File: config.mk
export PLATFORM = sky130hd
export DESIGN_NAME = axi4_lite_slave
export DESIGN_NICKNAME = d
export VERILOG_FILES = /design/src/rtl/axi4_lite_pkg.sv /design/src/rtl/axi4_lite_regfile.sv /design/src/rtl/axi4_lite_slave.sv
export SDC_FILE = /design/constraint.sdc
export NUM_CORES = 1
export LEC_CHECK = 0
export ABC_AREA = 1
export ABC_CLOCK_PERIOD_IN_PS = 1670
export CAP_MARGIN = 20
export CORE_MARGIN = 8
export CORE_UTILIZATION = 50
export DETAILED_ROUTE_END_ITERATION = 7
export GPL_TIMING_DRIVEN = 0
export PLACE_DENSITY = 0.8
export SYNTH_ARGS = -nofsm -noshare
export SYNTH_HDL_FRONTEND = slang
export SYNTH_SLANG_ARGS = --single-unit
File: constraint.sdc
create_clock -name ACLK -period 1.67 [get_ports ACLK]
set_input_delay 0.2505 -clock ACLK [delete_from_list [all_inputs] [get_ports ACLK]]
set_output_delay 0.2505 -clock ACLK [all_outputs]
set_load 0.005 [all_outputs]
File: src/rtl/axi4_lite_pkg.sv
// Shared constants and helpers for the AXI4-Lite register-bank slave.
package axi4_lite_pkg;

    localparam logic [1:0] RESP_OKAY   = 2'b00;
    localparam logic [1:0] RESP_SLVERR = 2'b10;

    localparam int NUM_REGS_DEFAULT = 8;
    localparam int ADDR_W           = 32;
    localparam int DATA_W           = 32;
    localparam int STRB_W           = DATA_W / 8;
    // Byte address bits below the word index; ignored for decode.
    localparam int IDX_LSB          = 2;

    // True when a byte address falls inside the register map. The two
    // byte-select bits never affect the result, so unaligned accesses
    // simply hit the containing word.
    function automatic logic addr_in_range(input logic [ADDR_W-1:0] addr,
                                           input int unsigned nregs);
        return (addr >> IDX_LSB) < nregs;
    endfunction

endpackage

File: src/rtl/axi4_lite_regfile.sv
// Register storage: one byte-strobed write port, one combinational read port.
module axi4_lite_regfile
    import axi4_lite_pkg::*;
#(
    parameter int NUM_REGS = NUM_REGS_DEFAULT,
    parameter int IDX_W    = 3
) (
    input  logic              clk_i,
    input  logic              rst_ni,
    input  logic              we_i,
    input  logic [IDX_W-1:0]  widx_i,
    input  logic [DATA_W-1:0] wdata_i,
    input  logic [STRB_W-1:0] wstrb_i,
    input  logic [IDX_W-1:0]  ridx_i,
    output logic [DATA_W-1:0] rdata_o
);

    logic [DATA_W-1:0] regs_q [NUM_REGS];

    // Byte-lane update of the addressed register; untouched lanes keep their value.
    always_ff @(posedge clk_i or negedge rst_ni) begin
        if (!rst_ni) begin
            for (int i = 0; i < NUM_REGS; i++) begin
                regs_q[i] <= '0;
            end
        end else if (we_i) begin
            for (int i = 0; i < NUM_REGS; i++) begin
                if (widx_i == IDX_W'(i)) begin
                    for (int b = 0; b < STRB_W; b++) begin
                        if (wstrb_i[b]) begin
                            regs_q[i][8*b +: 8] <= wdata_i[8*b +: 8];
                        end
                    end
                end
            end
        end
    end

    // Read sees the current (pre-write) contents, giving read-before-write
    // ordering when both ports hit the same register on one edge.
    always_comb begin
        rdata_o = regs_q[ridx_i];
    end

endmodule

File: src/rtl/axi4_lite_slave.sv
// AXI4-Lite slave exposing NUM_REGS 32-bit read/write registers.
// Write and read channels run independently; out-of-map accesses get SLVERR.
module axi4_lite_slave
    import axi4_lite_pkg::*;
#(
    parameter int NUM_REGS = NUM_REGS_DEFAULT
) (
    input  logic        ACLK,
    input  logic        ARESETN,
    input  logic [31:0] AWADDR,
    input  logic        AWVALID,
    output logic        AWREADY,
    input  logic [31:0] WDATA,
    input  logic [3:0]  WSTRB,
    input  logic        WVALID,
    output logic        WREADY,
    output logic [1:0]  BRESP,
    output logic        BVALID,
    input  logic        BREADY,
    input  logic [31:0] ARADDR,
    input  logic        ARVALID,
    output logic        ARREADY,
    output logic [31:0] RDATA,
    output logic [1:0]  RRESP,
    output logic        RVALID,
    input  logic        RREADY
);

    localparam int IDX_W = (NUM_REGS > 1) ? $clog2(NUM_REGS) : 1;

    logic        awready_q, awready_d;
    logic        bvalid_q,  bvalid_d;
    logic [1:0]  bresp_q,   bresp_d;
    logic        arready_q, arready_d;
    logic        rvalid_q,  rvalid_d;
    logic [1:0]  rresp_q,   rresp_d;
    logic [31:0] rdata_q,   rdata_d;

    logic              aw_hs, aw_ok, ar_hs, ar_ok;
    logic [IDX_W-1:0]  widx, ridx;
    logic [31:0]       rf_rdata;

    assign widx = IDX_W'(AWADDR >> IDX_LSB);
    assign ridx = IDX_W'(ARADDR >> IDX_LSB);

    axi4_lite_regfile #(
        .NUM_REGS (NUM_REGS),
        .IDX_W    (IDX_W)
    ) u_regfile (
        .clk_i   (ACLK),
        .rst_ni  (ARESETN),
        .we_i    (aw_hs && aw_ok),
        .widx_i  (widx),
        .wdata_i (WDATA),
        .wstrb_i (WSTRB),
        .ridx_i  (ridx),
        .rdata_o (rf_rdata)
    );

    // Write channel: single shared AW/W ready pulse, then hold B until accepted.
    always_comb begin
        aw_ok     = addr_in_range(AWADDR, NUM_REGS);
        aw_hs     = AWVALID && WVALID && awready_q;
        awready_d = AWVALID && WVALID && !bvalid_q && !awready_q;
        bvalid_d  = bvalid_q;
        bresp_d   = bresp_q;
        if (aw_hs) begin
            bvalid_d = 1'b1;
            bresp_d  = aw_ok ? RESP_OKAY : RESP_SLVERR;
        end else if (bvalid_q && BREADY) begin
            bvalid_d = 1'b0;
        end
    end

    // Read channel: one-cycle AR ready pulse, capture data on the handshake, hold R until accepted.
    always_comb begin
        ar_ok     = addr_in_range(ARADDR, NUM_REGS);
        ar_hs     = ARVALID && arready_q;
        arready_d = ARVALID && !rvalid_q && !arready_q;
        rvalid_d  = rvalid_q;
        rresp_d   = rresp_q;
        rdata_d   = rdata_q;
        if (ar_hs) begin
            rvalid_d = 1'b1;
            rresp_d  = ar_ok ? RESP_OKAY : RESP_SLVERR;
            rdata_d  = ar_ok ? rf_rdata : '0;
        end else if (rvalid_q && RREADY) begin
            rvalid_d = 1'b0;
        end
    end

    // Channel state registers; reset drops any in-flight transaction.
    always_ff @(posedge ACLK or negedge ARESETN) begin
        if (!ARESETN) begin
            awready_q <= 1'b0;
            bvalid_q  <= 1'b0;
            bresp_q   <= RESP_OKAY;
            arready_q <= 1'b0;
            rvalid_q  <= 1'b0;
            rresp_q   <= RESP_OKAY;
            rdata_q   <= '0;
        end else begin
            awready_q <= awready_d;
            bvalid_q  <= bvalid_d;
            bresp_q   <= bresp_d;
            arready_q <= arready_d;
            rvalid_q  <= rvalid_d;
            rresp_q   <= rresp_d;
            rdata_q   <= rdata_d;
        end
    end

    assign AWREADY = awready_q;
    assign WREADY  = awready_q;
    assign BVALID  = bvalid_q;
    assign BRESP   = bresp_q;
    assign ARREADY = arready_q;
    assign RVALID  = rvalid_q;
    assign RRESP   = rresp_q;
    assign RDATA   = rdata_q;

endmodule

# After elaboration in Yosys (flattened, before gate mapping)
# Index checks and enable logic that the tools add are counted.
dict set report totals {
  out_inout_bits 41
  register_bits 296
  in_bits 107
  wordCells 109
}
dict set report op_classes {
  bitwise 1
  reduce_logical 49
  n_mux 10
  n_lt_le_gt_ge 3
  eq_ne 7
}
# cell n
set op_table {}
lappend op_table {{$bmux W32 S3} 1}
lappend op_table {{$mux W32} 3}
lappend op_table {{$reduce_and A3 Y1} 32}
lappend op_table {{$lt A30 B4 Y1 const B} 2}
lappend op_table {{$eq A3 B3 Y1 const B} 4}
lappend op_table {{$logic_and A1 B1 Y1} 10}
lappend op_table {{$eq A3 B2 Y1 const B} 2}
lappend op_table {{$ge A4 B4 Y1 const B} 1}
lappend op_table {{$logic_not A1 Y1} 4}
lappend op_table {{$mux W1} 4}
lappend op_table {{$mux W2} 2}
lappend op_table {{$not A3 Y4} 1}
lappend op_table {{$reduce_bool A2 Y1} 2}
lappend op_table {{$eq A3 B1 Y1 const B} 1}
lappend op_table {{$logic_not A3 Y1} 1}

# Depth between registers and ports, before layout
dict set report depth {
  ltp_word 5
  mapped_depth 9
}

# Modules after synthesis
# From an unflattened synthesis, not the netlist that was laid out.
dict set report hier_totals {
  cells_unflattened 2008
  hier_area_um2 14528.9
}
# mod area_each_um2 seq_area_each_um2 cells_each n_inst
set by_module_without_submodules {}
lappend by_module_without_submodules {axi4_lite_regfile 12492.0 6406.1 1738 1}
lappend by_module_without_submodules {axi4_lite_slave 2037.0 950.9 270 1}

# Worst setup path before layout
# No wires, ideal clock.
dict set report synth_timing {
  path_kind {reg2reg}
  start {register awready_q, in the netlist AWREADY}
  end {register u_regfile.regs_q[0] in the netlist's numbering}
  setup_slack_ns 0.216
  period_less_slack_ns 1.454
  stages_incl_launch_ff 9
  arrival_ns 1.337
  path_cell_list {dfrtp_1 -> inv_1 -> nor2_1 -> nand3_1 -> nor2_4 -> buf_6 -> nand3_4 -> nand2_1 -> nand2_1}
}
dict set report synth_via {
  elab_chain_len 3
}
# item line_no
set synth_rtl {}
lappend synth_rtl {{from (decl)} axi4_lite_slave.sv:31} ;# logic awready_q, awready_d;
lappend synth_rtl {{from (signal assigned)} axi4_lite_slave.sv:103} ;# awready_q <= awready_d;
lappend synth_rtl {{$logic_and A1 B1 Y1} axi4_lite_slave.sv:63} ;# aw_hs = AWVALID && WVALID && awready_q;
lappend synth_rtl {{$logic_and A1 B1 Y1} axi4_lite_slave.sv:52} ;# .we_i (aw_hs && aw_ok),
lappend synth_rtl {{$reduce_and A3 Y1 (no line)} --}
lappend synth_rtl {{to (signal, indexed assignment)} axi4_lite_regfile.sv:31} ;# regs_q[i][8*b +: 8] <= wdata_i[8*b +: 8];
lappend synth_rtl {{to (decl)} axi4_lite_regfile.sv:18} ;# logic [DATA_W-1:0] regs_q [NUM_REGS];
# Every way passes these cells.
# A chain may end at the register's enable or synchronous reset.

# Worst setup path after layout
dict set report layout_timing {
  start {register awready_q, in the netlist AWREADY}
  end {register u_regfile.regs_q[38] in the netlist's numbering}
}
# Same word-level chain as after synthesis.

==> results.ini <==
[run_status]
status=complete, but fails checks
violations=hold timing, setup timing

[critical_path]
cp_data_arrival_time_ns=2.15
worst_setup_path_end_kind=register
crit_fanout=8
worstSetupStartpointType=register
critPathRequiredTime_ns=2.14
worstSetupPathType=register to register

[synth]
synth_top_area_frac=0.4915
synth_top_family_by_area=simple AND/OR/NAND/NOR gates
synth_area_leaders=dfrtp_1 (49%), nand2_1 (15%), nand3_1 (12%)
synthXorXnorAreaFrac=0
synthAdderAreaFrac=0
synth_cell_type_count=19
synth_top_cell_by_area=dfrtp_1
synth_compound_area_frac=0.04280
synth.area.mux_share=0
ys_seq_elements=294
synth_seq_area_share=0.4915
avgSynthCellArea_um2=7.841
synth-simple-area-share=0.4187
synthCells=1909
synthesis.area_mm2=0.01497
yosysWarningCount=0

[clock_network]
clk-insertion-delay-late_ns=0.57
clock_sinks=294
ctsHoldBuffers=5
clk_pin_slew_ns=0.06
root_buffer=clkbuf_16
cts.path.max_buffers=3
htreeDepth=1
cts_buffers=31
cts_tree=yes

[finish]
layout.nets=2185
final_cell_count_no_fill=2492
final_area_mm2=0.01838
drive_gt1_frac=0.1390
fill_cells=2462
areaGrowthSynthToFinish_pct=22.82

[route]
ant_nets=0
drtIter0Drc=2075
routed_wl_um=53080
post_drt_wl_per_cell_um=21.30
vias=14763
dr.pass1.iters=6
drc=0
viasPerCell=5.924

[timing]
grt_setup_unrepaired=yes
finalHoldViolCount=91
tightest_slew_ns=1.048
fmaxAchievable_mhz=592.7
fin_crit_sh=1.010
worst_slack_ns=-0.01717
finalSetupViolCount=15
maxSlewViolCount=0
relSlewSlack=0.3013
setup_tns_ns=-0.1344
finClkSkew_ns=0.007989
hold_ws_ns=-0.1260
post-route-min-period_ns=1.687

[power_and_ir_drop]
p_per_area_mw_per_mm2=849.5
leakage_nw=9.394
peakVddDrop_mv=0.7510

[floorplan]
fp.dieH_um=189.0
core_mm2=0.02956
ios=148
fp-row-count=63
chipWidth_um=189.0
start_util=0.5064
die-area_mm2=0.03573

[flow_run]
maxCapViolations=0

[grt]
grt_overflow=0
grt_usage=0.2843
grt_max_degree=93
grt_pass1_vias=14248
antenna_found_initial=1
grt_pass1_wl_um=80040

[placement]
dp_hpwl_um=35240
dp.cells=2411
io_buffers=108
placed_area_mm2=0.01663
gp_congestion=0.9254

[worst_hold_path]
hold_path_class=input pin to async pin

## sequential cells by signal, summed over array words and instances, names as in the netlist
| register | count |
|---|---|
| u_regfile.regs_q | 256 |
| RDATA | 32 |
| ARREADY | 1 |
| AWREADY | 1 |
| BRESP | 1 |
| BVALID | 1 |
| RRESP | 1 |
| RVALID | 1 |
## path summary, 6_finish.rpt
check	slack [ns]	cells after the start	endpoint	startpoint
worst max register to register	-0.02	9	u_regfile.regs_q[38]	AWREADY
max in group asynchronous	0.63	6	RDATA[18]	ARESETN
min in group ACLK	0.07	3	u_regfile.regs_q[36]	WDATA[4]
worst max-delay path	-0.02	9	u_regfile.regs_q[38]	AWREADY
worst min-delay path	-0.13	4	u_regfile.regs_q[37]	ARESETN
worst min register to register	0.47	2	u_regfile.regs_q[89]	u_regfile.regs_q[89]
## cells by family (layout without fill, tap and decap cells)
| kind of cell | count (synthesis) | after routing |
|---|---|---|
| AND/OR/NAND/NOR | 1335 | 1335 |
| buffers and inverters | 151 | 341 |
| other | 1 | 4 |
| AO/OA/AOI/OAI | 128 | 128 |
| flip-flops | 294 | 294 |
## power by group
group          internal, mW  switching [mW]
Sequential             7.13         0.00767
Combinational         0.448           0.986
Clock                  4.14            2.90
## synthesized netlist by cell type
cell	number
nor3_1	1
nand3_1	357
dfrtp_1	294
nor2_2	1
a21oi_1	2
nor2_4	34
nand3_4	40
buf_1	10
clkbuf_1	60
buf_6	6
buf_2	41
bufinv_8	1
nand2_1	615
nor2_1	287
conb_1	1
inv_1	19
inv_2	8
buf_4	6
o21ai_0	126
## per-stage QoR
step	power [mW]	worst slack (ns)	util	hold WS, ns
4_1_cts	15.57	-0.009225	0.6073	-0.1125
6_report	15.62	-0.01717	0.6219	-0.1260
5_1_grt	16.00	-0.08434	0.6218	-0.09112
3_5_place_dp	8.612	-1.109	0.5625	0.1486
3_3_place_gp	8.578	-12.31	0.5596	0.4475
2_1_floorplan	7.914	0.2162	-	-0.04509
## worst max-delay path, cell delays in order, from the launching register on
cell and delay (ns):
dfrtp_1 0.41, inv_1 0.07, nor2_1 0.12, nand3_1 0.13, nor2_4 0.14, buf_12 0.17
clkbuf_16 0.20, nand3_4 0.17, nand2_2 0.12, nand2_1 0.05
## cells in the final DEF, fill, tap and decap left out, types with 40 or more instances in the layout
| master | synthesis | layout |
|---|---|---|
| nand3_1 | 357 | 356 |
| nor2_1 | 287 | 284 |
| nand2_2 | 0 | 47 |
| nand3_4 | 40 | 40 |
| o21ai_0 | 126 | 123 |
| clkdlybuf4s50_1 | 0 | 65 |
| clkbuf_1 | 60 | 50 |
| dfrtp_1 | 294 | 294 |
| nand2_1 | 615 | 567 |
## cell type report
cell class              count  area [µm²]  area share
plain buffers             122       820.8     0.04465
diodes                      2       5.005   0.0002722
inverters                  28       118.9    0.006466
clock buffers              48       939.7     0.05111
clock inverters             7       91.34    0.004968
flip-flops and latches    294        7357      0.4002
multi-input cells        1465        7063      0.3842
well taps                 390       488.0     0.02654
repair buffers            136        1500     0.08160
## per-layer routing
metal  vias to the layer above  part of all wire  track usage
li1                       6522                 -            -
met4                         0             0.054       0.1437
met1                      7010              0.37       0.3611
met2                       992              0.45       0.4430
met3                       239              0.12      0.07653
met5                         -                 0            0
## repair_timing
item                                    in CTS  in global routing
hold endpoints to repair                   129                 91
pin swaps                                    5                  8
gates cloned                                 0                  5
gates resized for setup                    102                107
setup buffers                               10                  5
endpoints found under the setup margin     324                291
Power figures use the tool's default switching activity.
